<file path="src/rtl/calendar_pkg.sv">
// rtl/calendar_pkg.sv - shared BCD date fields, month/weekday encodings and calendar helpers
package calendar_pkg;

    localparam int YEAR_HI  = 31;
    localparam int YEAR_LO  = 16;
    localparam int MONTH_HI = 15;
    localparam int MONTH_LO = 8;
    localparam int DAY_HI   = 7;
    localparam int DAY_LO   = 0;

    localparam logic [7:0] M_JAN = 8'h01;
    localparam logic [7:0] M_FEB = 8'h02;
    localparam logic [7:0] M_MAR = 8'h03;
    localparam logic [7:0] M_APR = 8'h04;
    localparam logic [7:0] M_MAY = 8'h05;
    localparam logic [7:0] M_JUN = 8'h06;
    localparam logic [7:0] M_JUL = 8'h07;
    localparam logic [7:0] M_AUG = 8'h08;
    localparam logic [7:0] M_SEP = 8'h09;
    localparam logic [7:0] M_OCT = 8'h10;
    localparam logic [7:0] M_NOV = 8'h11;
    localparam logic [7:0] M_DEC = 8'h12;

    typedef enum logic [2:0] {
        SUN = 3'd0,
        MON = 3'd1,
        TUE = 3'd2,
        WED = 3'd3,
        THU = 3'd4,
        FRI = 3'd5,
        SAT = 3'd6
    } wday_e;

    // Two BCD digits divisible by 4: even tens need ones 0/4/8, odd tens need 2/6.
    function automatic logic bcd_div4(input logic [7:0] v);
        if (v[4])
            return (v[3:0] == 4'd2) || (v[3:0] == 4'd6);
        else
            return (v[3:0] == 4'd0) || (v[3:0] == 4'd4) || (v[3:0] == 4'd8);
    endfunction

    function automatic logic bcd_is_leap(input logic [15:0] year);
        if (year[7:0] != 8'h00)
            return bcd_div4(year[7:0]);
        else
            return bcd_div4(year[15:8]);
    endfunction

    function automatic logic [7:0] bcd_month_len(input logic [7:0] month, input logic leap);
        case (month)
            M_FEB:                         return leap ? 8'h29 : 8'h28;
            M_APR, M_JUN, M_SEP, M_NOV:    return 8'h30;
            default:                       return 8'h31;
        endcase
    endfunction

    function automatic logic [7:0] bcd_inc8(input logic [7:0] v);
        if (v[3:0] == 4'd9)
            return {v[7:4] + 4'd1, 4'd0};
        else
            return {v[7:4], v[3:0] + 4'd1};
    endfunction

    function automatic logic [15:0] bcd_inc16(input logic [15:0] v);
        logic [15:0] r;
        logic        carry;
        r     = v;
        carry = 1'b1;
        for (int i = 0; i < 4; i++) begin
            if (carry) begin
                if (v[4*i +: 4] == 4'd9) begin
                    r[4*i +: 4] = 4'd0;
                end else begin
                    r[4*i +: 4] = v[4*i +: 4] + 4'd1;
                    carry       = 1'b0;
                end
            end
        end
        return r;
    endfunction

    function automatic logic bcd_digits_ok(input logic [31:0] v);
        logic ok;
        ok = 1'b1;
        for (int i = 0; i < 8; i++) begin
            if (v[4*i +: 4] > 4'd9)
                ok = 1'b0;
        end
        return ok;
    endfunction

endpackage

</file>
<file path="src/rtl/calendar_edge_det.sv">
// rtl/calendar_edge_det.sv - per-bit rising-edge detector for the manual increment inputs
module calendar_edge_det #(
    parameter int WIDTH = 3
) (
    input  logic             clk,
    input  logic             rst,
    input  logic [WIDTH-1:0] level_i,
    output logic [WIDTH-1:0] rise_o
);

    // A bit is armed only after its input has been seen low, so a level held
    // through reset release never produces a step.
    logic [WIDTH-1:0] armed_q;
    logic [WIDTH-1:0] armed_d;

    always_comb begin
        armed_d = ~level_i;
    end

    always_ff @(posedge clk or posedge rst) begin
        if (rst)
            armed_q <= '0;
        else
            armed_q <= armed_d;
    end

    assign rise_o = level_i & armed_q;

endmodule

</file>
<file path="src/rtl/calendar_gen.sv">
// rtl/calendar_gen.sv - BCD calendar with leap years, manual steps, validated load and weekday
module calendar_gen
    import calendar_pkg::*;
#(
    parameter logic [31:0] RESET_DATE = 32'h2025_0906,
    parameter logic [2:0]  RESET_WDAY = 3'd6,
    parameter logic [15:0] MIN_YEAR   = 16'h2000,
    parameter logic [15:0] MAX_YEAR   = 16'h2099
) (
    input  logic        Clk,
    input  logic        Reset,
    input  logic        full_flag,
    input  logic [2:0]  cnt_inc,
    input  logic        load_en,
    input  logic [31:0] load_data,
    input  logic [2:0]  load_wday,
    output logic [31:0] Data,
    output logic [2:0]  wday,
    output logic        leap,
    output logic        year_wrap,
    output logic        load_err
);

    logic [31:0] date_q, date_d;
    logic [2:0]  wday_q, wday_d;
    logic        year_wrap_q, year_wrap_d;
    logic        load_err_q, load_err_d;
    logic [2:0]  inc_rise;

    calendar_edge_det #(.WIDTH(3)) u_inc_edge (
        .clk     (Clk),
        .rst     (Reset),
        .level_i (cnt_inc),
        .rise_o  (inc_rise)
    );

    logic [15:0] cur_year, step_year, ld_year;
    logic [7:0]  cur_month, cur_day, step_month, ld_month, ld_day;
    logic [7:0]  cur_len, len_after_month, len_after_year, ld_len;
    logic        cur_leap, load_ok;

    assign cur_year   = date_q[YEAR_HI:YEAR_LO];
    assign cur_month  = date_q[MONTH_HI:MONTH_LO];
    assign cur_day    = date_q[DAY_HI:DAY_LO];
    assign cur_leap   = bcd_is_leap(cur_year);
    assign cur_len    = bcd_month_len(cur_month, cur_leap);

    assign step_month = (cur_month == M_DEC) ? M_JAN : bcd_inc8(cur_month);
    assign step_year  = (cur_year == MAX_YEAR) ? MIN_YEAR : bcd_inc16(cur_year);
    assign len_after_month = bcd_month_len(step_month, cur_leap);
    assign len_after_year  = bcd_month_len(cur_month, bcd_is_leap(step_year));

    // Month length of a loaded date depends on the loaded year, not the current one.
    assign ld_year  = load_data[YEAR_HI:YEAR_LO];
    assign ld_month = load_data[MONTH_HI:MONTH_LO];
    assign ld_day   = load_data[DAY_HI:DAY_LO];
    assign ld_len   = bcd_month_len(ld_month, bcd_is_leap(ld_year));
    assign load_ok  = bcd_digits_ok(load_data)
                   && (ld_month >= M_JAN) && (ld_month <= M_DEC)
                   && (ld_day >= 8'h01) && (ld_day <= ld_len)
                   && (ld_year >= MIN_YEAR) && (ld_year <= MAX_YEAR)
                   && (load_wday <= 3'd6);

    always_comb begin
        date_d      = date_q;
        wday_d      = wday_q;
        year_wrap_d = 1'b0;
        load_err_d  = 1'b0;
        if (load_en) begin
            if (load_ok) begin
                date_d = load_data;
                wday_d = load_wday;
            end else begin
                load_err_d = 1'b1;
            end
        end else if (full_flag) begin
            wday_d = (wday_q == SAT) ? SUN : wday_q + 3'd1;
            if (cur_day == cur_len) begin
                date_d[DAY_HI:DAY_LO] = 8'h01;
                date_d[MONTH_HI:MONTH_LO] = step_month;
                if (cur_month == M_DEC) begin
                    date_d[YEAR_HI:YEAR_LO] = step_year;
                    year_wrap_d = (cur_year == MAX_YEAR);
                end
            end else begin
                date_d[DAY_HI:DAY_LO] = bcd_inc8(cur_day);
            end
        end else if (inc_rise[0]) begin
            date_d[DAY_HI:DAY_LO] = (cur_day == cur_len) ? 8'h01 : bcd_inc8(cur_day);
        end else if (inc_rise[1]) begin
            date_d[MONTH_HI:MONTH_LO] = step_month;
            date_d[DAY_HI:DAY_LO] = (cur_day > len_after_month) ? len_after_month : cur_day;
        end else if (inc_rise[2]) begin
            date_d[YEAR_HI:YEAR_LO] = step_year;
            date_d[DAY_HI:DAY_LO] = (cur_day > len_after_year) ? len_after_year : cur_day;
        end
    end

    always_ff @(posedge Clk or posedge Reset) begin
        if (Reset) begin
            date_q      <= RESET_DATE;
            wday_q      <= RESET_WDAY;
            year_wrap_q <= 1'b0;
            load_err_q  <= 1'b0;
        end else begin
            date_q      <= date_d;
            wday_q      <= wday_d;
            year_wrap_q <= year_wrap_d;
            load_err_q  <= load_err_d;
        end
    end

    assign Data      = date_q;
    assign wday      = wday_q;
    assign leap      = cur_leap;
    assign year_wrap = year_wrap_q;
    assign load_err  = load_err_q;

endmodule

</file>
<file path="config.mk">
export PLATFORM = sky130hd
export DESIGN_NAME = calendar_gen
export DESIGN_NICKNAME = d
export VERILOG_FILES = /design/src/rtl/calendar_pkg.sv /design/src/rtl/calendar_edge_det.sv /design/src/rtl/calendar_gen.sv
export SDC_FILE = /design/constraint.sdc
export NUM_CORES = 1
export LEC_CHECK = 0
export CAP_MARGIN = 20
export CORE_MARGIN = 2
export CORE_UTILIZATION = 30
export CTS_CLUSTER_DIAMETER = 150
export DETAILED_ROUTE_END_ITERATION = 16
export GPL_TIMING_DRIVEN = 1
export SETUP_SLACK_MARGIN = 0.02
export SLEW_MARGIN = 10
export SYNTH_ARGS = -nofsm -noshare
export SYNTH_HDL_FRONTEND = slang
export SYNTH_SLANG_ARGS = --single-unit
</file>
<file path="constraint.sdc">
create_clock -name Clk -period 10 [get_ports Clk]
set_input_delay 1.5 -clock Clk [delete_from_list [all_inputs] [get_ports Clk]]
set_output_delay 1.5 -clock Clk [all_outputs]
set_load 0.05 [all_outputs]
</file>
Word-level counts from Yosys, hierarchy flattened:

Index checks and enable logic that the tools add are counted.

* add/sub/neg operators: 9
* multiply operators: 0
* div/mod/pow operators: 0
* magnitude comparators: 17
* equality and inequality tests: 55
* shift operators: 0
* multiplexer cells: 65
* bitwise gates (word level): 2
* reductions and logical operators: 46

Operator list (number)
* 2-to-1 mux 32 bit: 3
* 2-to-1 mux 8 bit: 10
* 2-to-1 mux 16 bit: 4
* equality test 4 x 3 -> 1 bit, second input constant: 12
* equality test 4 bit, second input constant: 12
* equality test 8 x 3 -> 1 bit, second input constant: 6
* 2-to-1 mux 24 bit: 2
* case mux 5 bit (2 select lines): 4
* adder 4 x 1 -> 4 bit, second input constant: 8
* equality test 8 x 5 -> 1 bit, second input constant: 4
* > comparator 4 bit, second input constant: 8
* 2-to-1 mux 1 bit: 31
* 2-to-1 mux 4 bit: 7
* equality test 4 x 2 -> 1 bit, second input constant: 6
* equality test 8 x 2 -> 1 bit, second input constant: 3
* equality test 8 x 4 -> 1 bit, second input constant: 3
* logical NOT 4 bit: 6
* nonzero test 8 bit: 3
* logical OR 1 bit: 18
* equality test 16 x 14 -> 1 bit, second input constant: 1
* >= comparator 16 x 14 -> 1 bit, second input constant: 1
* >= comparator 8 x 1 -> 1 bit, second input constant: 2
* > comparator 8 bit: 2
* <= comparator 16 x 14 -> 1 bit, second input constant: 1
* 21 further kinds: 37

* register bits: 40
* bits in latches: 0
* memory bits (writable): 0
* memory bits (read-only): 0
* bits of input ports: 42
* output and inout port bits: 38
* logic and storage cells: 201
* memories: 0

Logic depth before layout (Yosys ltp):

Gate-level depths: netlist of run 1.

* word-level depth: 20
* mapped depth: 18
* gate-level depth less buffers: 16

Modules after synthesis:

From an unflattened synthesis of run 1, not the netlist that was laid out.

* cell total of the unflattened synthesis: 472
* area, all modules: 3732.3 sq um

By module, submodules not included
* calendar_gen: times used 1, cells an instance 462, area each 3623.5 sq um, seq. area each 938.4 sq um
* calendar_edge_det: times used 1, cells an instance 10, area each 108.9 sq um, seq. area each 75.1 sq um

Worst setup path after synthesis of run 1:

No wires, ideal clock.

* path kind: input-to-reg
* from: input port load_data[26]
* to: register date_q[18], in the netlist Data[18]
* setup time: 0.089 ns
* arrival: 3.805 ns
* required time: 9.911 ns
* slack: 6.106 ns
* cell stages on the path: 15
* path buffers: 1
* cells stage by stage: a211oi_1 a31oi_1 o21ai_0 o31ai_1 a21oi_1 nor2_1 a21oi_1 ha_1 nor4b_1 nor2_1 o221ai_1 and4_1 buf_1 o21ai_1 a211oi_1

* longest elaborated chain between the ends: 14
* elaborated cells between the ends (all ways): 27
* classes of those cells: 4 x order compare; 5 x eq/ne; 6 x mux; 12 x reduce/logical

Ends and longest elaborated chain
* start, declared: RTL line calendar_gen.sv:15 `input logic [31:0] load_data,`
* equality test 4 x 3 -> 1 bit or logical NOT 4 bit (tied branches): RTL line calendar_pkg.sv:39 `return (v[3:0] == 4'd0) || (v[3:0] == 4'd4) || (v[3:0] == 4'd8);`
* logical OR 1 bit (2 in a row): RTL line calendar_pkg.sv:39
* 2-to-1 mux 1 bit: RTL line calendar_pkg.sv:36 `if (v[4])`
* 2-to-1 mux 1 bit: RTL line calendar_pkg.sv:43 `if (year[7:0] != 8'h00)`
* 2-to-1 mux 1 bit: RTL line calendar_pkg.sv:51 `M_FEB: return leap ? 8'h29 : 8'h28;`
* case mux 5 bit (2 select lines): RTL line calendar_pkg.sv:50 `case (month)`
* <= comparator 8 bit: RTL line calendar_gen.sv:60 `&& (ld_day >= 8'h01) && (ld_day <= ld_len)`
* logical AND 1 bit: RTL line calendar_gen.sv:60
* logical AND 1 bit: RTL line calendar_gen.sv:61 `&& (ld_year >= MIN_YEAR) && (ld_year <= MAX_YEAR)`
* logical AND 1 bit *: RTL line calendar_gen.sv:61
* logical AND 1 bit *: RTL line calendar_gen.sv:62 `&& (load_wday <= 3'd6);`
* inequality test 2 x 1 -> 1 bit (no line) *
* AND reduction 6 bit (no line) *
* end signal, assigned: RTL line calendar_gen.sv:106 `date_q <= date_d;`
* end, declared: RTL line calendar_gen.sv:24 `logic [31:0] date_q, date_d;`

Mark *: on every way between the ends. The rest lies on a longest branch, timed or not.
A chain may end at the register's enable or synchronous reset.

Worst setup path in the final report of run 1:

* from: input port load_data[25]
* to: register date_q[12], in the netlist Data[12]

* longest elaborated chain between the ends: 14
* elaborated cells between the ends (all ways): 27
* classes of those cells: 4 x order compare; 5 x eq/ne; 6 x mux; 12 x reduce/logical

Ends and longest elaborated chain (RTL line)
* equality test 4 x 3 -> 1 bit or logical NOT 4 bit (tied branches): calendar_pkg.sv:39
* logical OR 1 bit (2 in a row): calendar_pkg.sv:39
* 2-to-1 mux 1 bit: calendar_pkg.sv:36
* 2-to-1 mux 1 bit: calendar_pkg.sv:43
* 2-to-1 mux 1 bit: calendar_pkg.sv:51
* case mux 5 bit (2 select lines): calendar_pkg.sv:50
* <= comparator 8 bit: calendar_gen.sv:60
* logical AND 1 bit: calendar_gen.sv:60
* logical AND 1 bit: calendar_gen.sv:61
* logical AND 1 bit *: calendar_gen.sv:61
* logical AND 1 bit *: calendar_gen.sv:62
* inequality test 2 x 1 -> 1 bit (no line) *
* AND reduction 4 bit (no line) *

Marks and branches as above.

==> reports/results.ini, run 1 <==
[run_status]
status = complete, no violations

[floorplanning]
chipHeight_um = 117
core_area_sq_mm = 0.0126
rows = 41
initial_utilization_pct = 30.7
dieWidth_um = 117
die_area_sq_mm = 0.0138
io_pins = 80

[finish]
seq_area_sq_mm = 0.00101
fill_cells = 1288
final_common_cell = clkdlybuf4s50_1
diodes = 0
final_cell_mix = clkdlybuf4s50_1 (79), nand2_1 (49), o21ai_0 (40), inv_1 (34), nor2_1 (31)
syn_to_final_growth_pct = 27.0
multi_input_area_sq_mm = 0.00257
drive_gt1_share_pct = 7.75
final_nets = 611

[placed_design]
port_buffers = 79
place_hpwl_um = 9430
routabilityCongestion = 0.864

[clock_tree]
cts_tree = yes
cts-hold-fix-buffers = 0
cts_root_buffer = clkbuf_16
clk_latency_ps = 290
clk_pin_slew_worst_paths_ps = 60
cts_buffers = 5
clockBufferDepth = 2
clkSinkCount = 40
htreeDepth = 2
postCtsSetupBuffers = 0
postCtsResizedCells = 0

[sta]
hold_viol = 0
fmax_mhz = 193
slew_headroom_pct = 31.0
setup_tns_ps = 0
min_period_over_period_pct = 51.8
rsz0062_at_grt = no
finalMaxSlewViolations = 0
setup_viol = 0
period_needed_ps = 5180
worstMarginPinSlew_ps = 1030
finClkSkew_ps = 10.5

[synth]
synth_warnings = 0
synth_top_flop_cell = dfrtp_1
syn_inst = 497
syn_area_per_cell_sq_um = 7.77
syn-cell-area_sq_mm = 0.00386
synthDistinctLibCells = 75
async_flop_share_pct = 100
synth_edf_count = 0
yosysSeqAreaShare_pct = 26.3
synth_nets = 554
ys_ff_latch = 40

[setup_path]
crit_path_max_fanout = 13
crit_path_top_delay_cell = a31oi_1
worst_path_most_repeated_cell = a31oi_1
worstSetupEndpointType = flop
path_buf_inv = 1
crit_chain = clkdlybuf4s50_1 > a211oi_1 > a31oi_1 > o21ai_0 > o31ai_1 > a21oi_1 > nor2_1 > a21oi_1 > ha_1 > nor4b_1 > nor2_1 > o221ai_1 > a31oi_1 > a31oi_1 > o21ai_0 > a22o_1
path_class = primary input to flop
path_delay_family = compound AO/OA/AOI/OAI gates
reg2reg_slack_ps = 6130
crit_path_max_incr_delay_ps = 810
critPathRequiredTime_ps = 10170
crit_arrival_ps = 5340
start_kind = primary input

[routing]
ant_nets = 0
drtIter0Drc = 338
routedWlPerCell_um = 17.7
drt-total-wl_um = 12900
dr.pass1.iters = 5
route.detailed.drc = 0
vias = 4155
drt-vias-per-instance = 5.72

[grt]
grt_max_degree = 46
overflow = 0
grt_pass1_vias = 4109
grt_pass1_wl_um = 21400
grt_usage_pct = 18.5
antenna_found_initial = 0

[pwr]
p_leak_nw = 1.88
ir_drop_uv = 156
p_per_area_mw_per_mm2 = 192
total_power_w = 0.000939

[flow_run]
max_cap_viol_count = 0

[min_path]
hp-class = flop to flop

## state kept, by name (all words and copies together), names as in the netlist
name                flops
u_inc_edge.armed_q      3
load_err                1
Data                   32
year_wrap               1
wday                    3
## area by class of cell
cell class                      instances  share of cell area [%]
Multi-Input combinational cell        390                    52.5
Sequential cell                        40                    20.7
Timing Repair Buffer                   83                    16.7
Tap cell                              172                    4.39
Clock buffer                            8                    3.19
Inverter                               34                    2.60
## routing by layer
metal | track usage (%) | part of all wire [%] | vias up
met5 | 0 | 0 | -
met1 | 25.9 | 46 | 2000
met4 | 3.77 | 0.96 | 0
met2 | 30.1 | 47 | 150
met3 | 3.31 | 6.0 | 10
li1 | - | - | 1995
## Yosys cell counts, types with 4 or more instances
| master | n | area [sq um] |
|---|---|---|
| a31oi_1 | 11 | 68.8 |
| nand3_1 | 16 | 80.1 |
| clkbuf_1 | 25 | 93.8 |
| mux2i_1 | 5 | 50.1 |
| o21ai_1 | 6 | 30.0 |
| a22oi_1 | 10 | 75.1 |
| dfstp_2 | 10 | 263 |
| nor2_1 | 31 | 116 |
| o21a_1 | 4 | 30.0 |
| nand2_1 | 49 | 184 |
| nand4_1 | 9 | 56.3 |
| a21oi_1 | 27 | 135 |
| nor4b_1 | 7 | 61.3 |
| or3_1 | 4 | 25.0 |
| ha_1 | 15 | 188 |
| a211oi_1 | 9 | 67.6 |
| and3_1 | 7 | 43.8 |
| o211ai_1 | 7 | 52.6 |
| a22o_1 | 5 | 43.8 |
| and2_1 | 6 | 37.5 |
| nand2b_1 | 5 | 31.3 |
| o31ai_1 | 5 | 37.5 |
| dfrtp_1 | 30 | 751 |
| o21ai_0 | 40 | 200 |
| nor4_1 | 15 | 93.8 |
| o22ai_1 | 8 | 50.1 |
| inv_1 | 34 | 128 |
| nor3_1 | 16 | 80.1 |
## through the flow
stage,setup WS (ps),utilization [%],std cells,hold WS (ps),cell area (sq um)
4_1_cts,4820,39.0,726,550,4900
2_1_floorplan,6110,-,497,628,3860
3_3_place_gp,4740,37.7,718,535,4740
6_report,4820,39.0,727,547,4900
3_5_place_dp,4520,37.7,718,537,4740
5_1_grt,4350,39.0,727,627,4900
## worst reg2reg max path: stages (launching register included)
cell and delay [ps]:
dfstp_2 650, nor4bb_1 370, clkbuf_2 240, nand4_1 130, xor2_1 190, nand2_1 100
nor3_1 330, inv_1 80, ha_1 200, nor4b_1 220, o21ai_0 140, o211ai_1 110
a31oi_1 190, or2_2 440, a31oi_1 240, o211ai_1 110
## worst paths after layout
check,endpoint,startpoint,cells after the start
setup / recovery,Data[12],load_data[25],16
hold / removal,Data[7],Data[7],1
setup reg to reg,Data[0],Data[11],15
hold reg to reg,Data[7],Data[7],1
max in group asynchronous,Data[18],Reset,3
min in group asynchronous,Data[14],Reset,3
## where the power goes
part / total, W / leakage [nW] / internal (W) / switching (W)
clock network: 0.000174 / 0.0772 / 0.000106 / 0.0000673
logic: 0.000466 / 1.34 / 0.000177 / 0.000288
registers: 0.000300 / 0.471 / 0.000208 / 0.0000914
total: 0.000939 / 1.88 / 0.000492 / 0.000447
## cells by family (layout without fill, tap and decap cells)
| group | Yosys count | after routing | share of synthesized area, % |
|---|---|---|---|
| buffers and inverters | 67 | 125 | 7.13 |
| multiplexers | 10 | 10 | 2.76 |
| flip-flops | 40 | 40 | 26.3 |
| AO/OA/AOI/OAI | 170 | 170 | 31.1 |
| AND/OR/NAND/NOR | 192 | 192 | 27.2 |
| adder cells (fa/ha/maj) | 15 | 15 | 4.86 |
| XOR/XNOR | 3 | 3 | 0.681 |
Power figures use the tool's default switching activity.
==> run 2, diff against run 1 <==
==> constraint.sdc (replaced) <==
create_clock -name Clk -period 4.8 [get_ports Clk]
set_input_delay 0.72 -clock Clk [delete_from_list [all_inputs] [get_ports Clk]]
set_output_delay 0.72 -clock Clk [all_outputs]
set_load 0.05 [all_outputs]
==> run 2 against run 1 <==
Compared with the run above:
- power up 110%
- largest cell class unchanged
- critical path depth stayed put
- sequential cell count stayed put
- cell area rose by 0.97%
- non-clock buffer count is 5 higher
- first-iteration DRC count increased by 22%
- critical path type unchanged
==> reports/results.ini, run 2 (synthesis gave the netlist of run 1 again) <==
[clock_tree]
postCtsResizedCells = 0
cts_tree = yes
clk_latency_ps = 290
clkSinkCount = 40
postCtsSetupBuffers = 0
htreeDepth = 2
cts-hold-fix-buffers = 0
clockBufferDepth = 2
cts_buffers = 5
clk_pin_slew_worst_paths_ps = 60
cts_root_buffer = clkbuf_16

[sta]
fmax_mhz = 240
setup_viol = 0
setup_tns_ps = 0
rsz0062_at_grt = no
slew_headroom_pct = 48.9
finClkSkew_ps = 4.84
period_needed_ps = 4160
hold_viol = 0
worstMarginPinSlew_ps = 761
min_period_over_period_pct = 86.7
finalMaxSlewViolations = 0

[floorplanning]
rows = 41
io_pins = 80
die_area_sq_mm = 0.0138
initial_utilization_pct = 30.7
dieWidth_um = 117
chipHeight_um = 117
core_area_sq_mm = 0.0126

[routing]
drtIter0Drc = 414
dr.pass1.iters = 5
route.detailed.drc = 0
vias = 4271
drt-total-wl_um = 13200
routedWlPerCell_um = 18.0
ant_nets = 0
drt-vias-per-instance = 5.83

[setup_path]
crit_arrival_ps = 4340
worstSetupEndpointType = flop
crit_path_max_fanout = 7
timing.rr.end = Data[4]
start_kind = primary input
critPathRequiredTime_ps = 4980
reg2reg_slack_ps = 1000
path_class = primary input to flop
reg2reg_from = Data[16]
r2r_cells = 13

[grt]
grt_usage_pct = 19.0
antenna_found_initial = 0
overflow = 0
grt_pass1_wl_um = 21600
grt_max_degree = 45
grt_pass1_vias = 4146

[placed_design]
place_hpwl_um = 9640
dp.cells = 724
routabilityCongestion = 0.866
port_buffers = 79

[pwr]
p_per_area_mw_per_mm2 = 403
p_leak_nw = 1.91
ir_drop_uv = 288
total_power_w = 0.00200

[finish]
largest_reg_flops = 32
drive_gt1_share_pct = 8.57
diodes = 0
syn_to_final_growth_pct = 28.2
final_common_cell = clkdlybuf4s50_1
final_nets = 616
instances_no_fill = 732
final_cell_mix = clkdlybuf4s50_1 (79), nand2_1 (49), o21ai_0 (40), inv_1 (34), nor2_1 (31)

[run_status]
status = complete, no violations

[min_path]
hold_depth = 1
hold_start = Data[7]
worstHoldEndpoint = Data[7]
hp-class = flop to flop

[flow_run]
max_cap_viol_count = 0

==> run 2: changes by cell type in the layout (fill, tap and decap cells not counted) <==
cell,before,now
buf_4,3,9
bufinv_16,0,1
clkbuf_2,1,0
clkbuf_8,2,0
clkinv_2,0,1
==> run 2: cell type report <==
cell class,instances,area [sq um]
fillers,1279,7620
well taps,172,215
clock buffers,6,129
inverters,34,128
repair buffers,88,858
multi-input cells,390,2570
flip-flops and latches,40,1010
clock inverters,2,35.0
==> run 2: where the power goes <==
part           internal (W)  total (W)  leakage (nW)  switching (W)
Combinational      0.000372   0.000977          1.36       0.000604
Clock              0.000245   0.000395        0.0808       0.000150
Sequential         0.000434   0.000624         0.471       0.000191
==> run 2: worst max-delay path, cell delays in order <==
cell             delay [ps]
clkdlybuf4s50_1         460
a211oi_1                250
a31oi_1                  70
o21ai_0                 230
o31ai_1                  90
a21oi_1                 180
nor2_1                   60
a21oi_1                 140
ha_1                    160
nor4b_1                 260
nor2_1                   90
o221ai_1                300
a31oi_1                 200
a31oi_1                 550
o21ai_0                 270
a22o_1                  280
==> run 2: how the worst max path moves through the flow <==
stage                              from       end  cells after the start
after global routing      load_data[25]  Data[12]                     16
after floorplan                Data[11]   Data[0]                     17
after detailed placement  load_data[26]   Data[9]                     17
after global placement    load_data[25]   Data[9]                     17
final                     load_data[26]  Data[12]                     16
after CTS                 load_data[26]   Data[9]                     17
==> run 2: metrics by stage <==
stage	setup WS (ps)	utilization (%)	hold WS, ps	instance area (sq um)
6_report	640	39.4	577	4950
5_1_grt	194	39.4	594	4950
4_1_cts	716	39.4	580	4950
3_5_place_dp	440	38.1	568	4790
3_3_place_gp	658	38.1	550	4790
2_1_floorplan	992	-	628	3860
==> run 2: routing by layer <==
metal	global-route usage (%)	up-vias	part of all wire, %
met5	0	-	0
met4	4.07	0	1.2
met3	3.21	11	6.4
met2	31.0	177	47
met1	26.3	2077	45
li1	-	2006	-
==> run 3, diff against run 2 <==
--- a/config.mk
+++ b/config.mk
@@ -6,11 +6,13 @@
 export NUM_CORES = 1
 export LEC_CHECK = 0
 export CAP_MARGIN = 20
+export CORE_ASPECT_RATIO = 1.5
 export CORE_MARGIN = 2
 export CORE_UTILIZATION = 30
 export CTS_CLUSTER_DIAMETER = 150
 export DETAILED_ROUTE_END_ITERATION = 16
 export GPL_TIMING_DRIVEN = 1
+export HOLD_SLACK_MARGIN = 0.02
 export SETUP_SLACK_MARGIN = 0.02
 export SLEW_MARGIN = 10
 export SYNTH_ARGS = -nofsm -noshare
==> run 3 against run 2 <==
Compared with the run above:
- power fell by 1.8%
- worst hold slack got worse by 15 ps
- sequential power is essentially flat
- clock-buffer cell count unchanged
==> reports/results.ini, run 3 (synthesis gave the netlist of run 1 again) <==
[routing]
vias = 4244
drt-vias-per-instance = 5.94
drt-total-wl_um = 13400
dr.pass1.iters = 9
drtIter0Drc = 318
routedWlPerCell_um = 18.7
ant_nets = 0
route.detailed.drc = 0

[floorplanning]
rows = 50
core_area_sq_mm = 0.0125
chipHeight_um = 143
die_area_sq_mm = 0.0138
initial_utilization_pct = 30.9
io_pins = 80
dieWidth_um = 96.6

[clock_tree]
cts-hold-fix-buffers = 0
cts_root_buffer = clkbuf_16
htreeDepth = 2
postCtsResizedCells = 0
clk_latency_ps = 300
clkSinkCount = 40
cts_tree = yes
clk_pin_slew_worst_paths_ps = 60
clockBufferDepth = 2
postCtsSetupBuffers = 0
cts_buffers = 5

[grt]
grt_pass1_wl_um = 21100
grt_usage_pct = 19.0
overflow = 0
grt_pass1_vias = 4015
grt_max_degree = 45
antenna_found_initial = 0

[finish]
final_common_cell = clkdlybuf4s50_1
final_cell_mix = clkdlybuf4s50_1 (79), nand2_1 (49), o21ai_0 (40), inv_1 (34), nor2_1 (31)
final_util_pct = 39.2
diodes = 0
syn_to_final_growth_pct = 27.1
instances_no_fill = 715
final_nets = 615
fill_cells = 1271
largest_reg_flops = 32
drive_gt1_share_pct = 8.59

[pwr]
ir_drop_uv = 174
p_leak_nw = 1.90
p_per_area_mw_per_mm2 = 400

[sta]
min_period_over_period_pct = 81.2
setup_viol = 0
finClkSkew_ps = 6.21
rsz0062_at_grt = no
fmax_mhz = 257
finalMaxSlewViolations = 0
period_needed_ps = 3900
slew_headroom_pct = 47.0
setup_tns_ps = 0
whs_ps = 563
worstMarginPinSlew_ps = 793
hold_viol = 0
worst_slack_ps = 905

[placed_design]
routabilityCongestion = 0.891
port_buffers = 79
place_hpwl_um = 10100
dp_worst_setup_slack_ps = 730
dp.cells = 707

[min_path]
hp-class = flop to flop

[flow_run]
max_cap_viol_count = 0

[run_status]
status = complete, no violations

[setup_path]
path_class = flop to flop
worstSetupEndpointType = flop
critPathRequiredTime_ps = 4980
crit_arrival_ps = 4080
crit_path_max_fanout = 12
start_kind = flop

run 3: cell count changes in the layout (fill, tap and decap cells not counted), sizes merged:
cell | before | now
clkinv | 1 | 2
bufinv | 1 | 0
buf | 9 | 8
run 3: worst max-delay path: stages (launching register included):
cell	delay, ps
dfrtp_1	510
nor4bb_1	320
buf_4	220
nand3_1	240
mux2i_1	200
o31ai_1	480
a21oi_1	200
ha_1	310
a311oi_1	220
o31ai_1	120
a31oi_1	370
or2_2	290
o21ai_0	120
a22o_1	190
run 3: final cells by class:
cell class,count,area (sq um),share of cell area (%)
Clock buffer,6,139,2.83
Inverter,34,128,2.60
Clock inverter,2,10.0,0.204
Sequential cell,40,1010,20.7
Multi-Input combinational cell,390,2570,52.4
Timing Repair Buffer,87,851,17.3
Tap cell,156,195,3.98
run 3: worst paths after layout:
kind	start	slack, ps	depth (start not counted)	end
min in group asynchronous	Reset	870	3	Data[30]
worst max-delay path	Data[17]	900	13	Data[4]
worst min register to register	Data[7]	560	1	Data[7]
max in group asynchronous	Reset	3530	3	Data[2]
worst min-delay path	Data[7]	560	1	Data[7]
worst max register to register	Data[17]	900	13	Data[4]
run 3: metal layers:
layer	up-vias	wire length [um]	global-route usage, %
met1	2050	5240	22.2
met3	37	649	2.45
li1	2003	-	-
met2	154	6930	33.6
met5	-	0	0
met4	0	589	10.7
run 3: power by group:
part           internal [W]  switching [W]
clock network      0.000205       0.000150
registers          0.000434       0.000192
logic              0.000371       0.000609
total               0.00101       0.000951
run 3: per-stage QoR:
step                      cell area (sq um)  power [W]
after CTS                              4910    0.00197
after detailed placement               4760    0.00160
after global placement                 4760    0.00158
after global routing                   4910    0.00207
after floorplan                        3860    0.00127
final                                  4910    0.00196
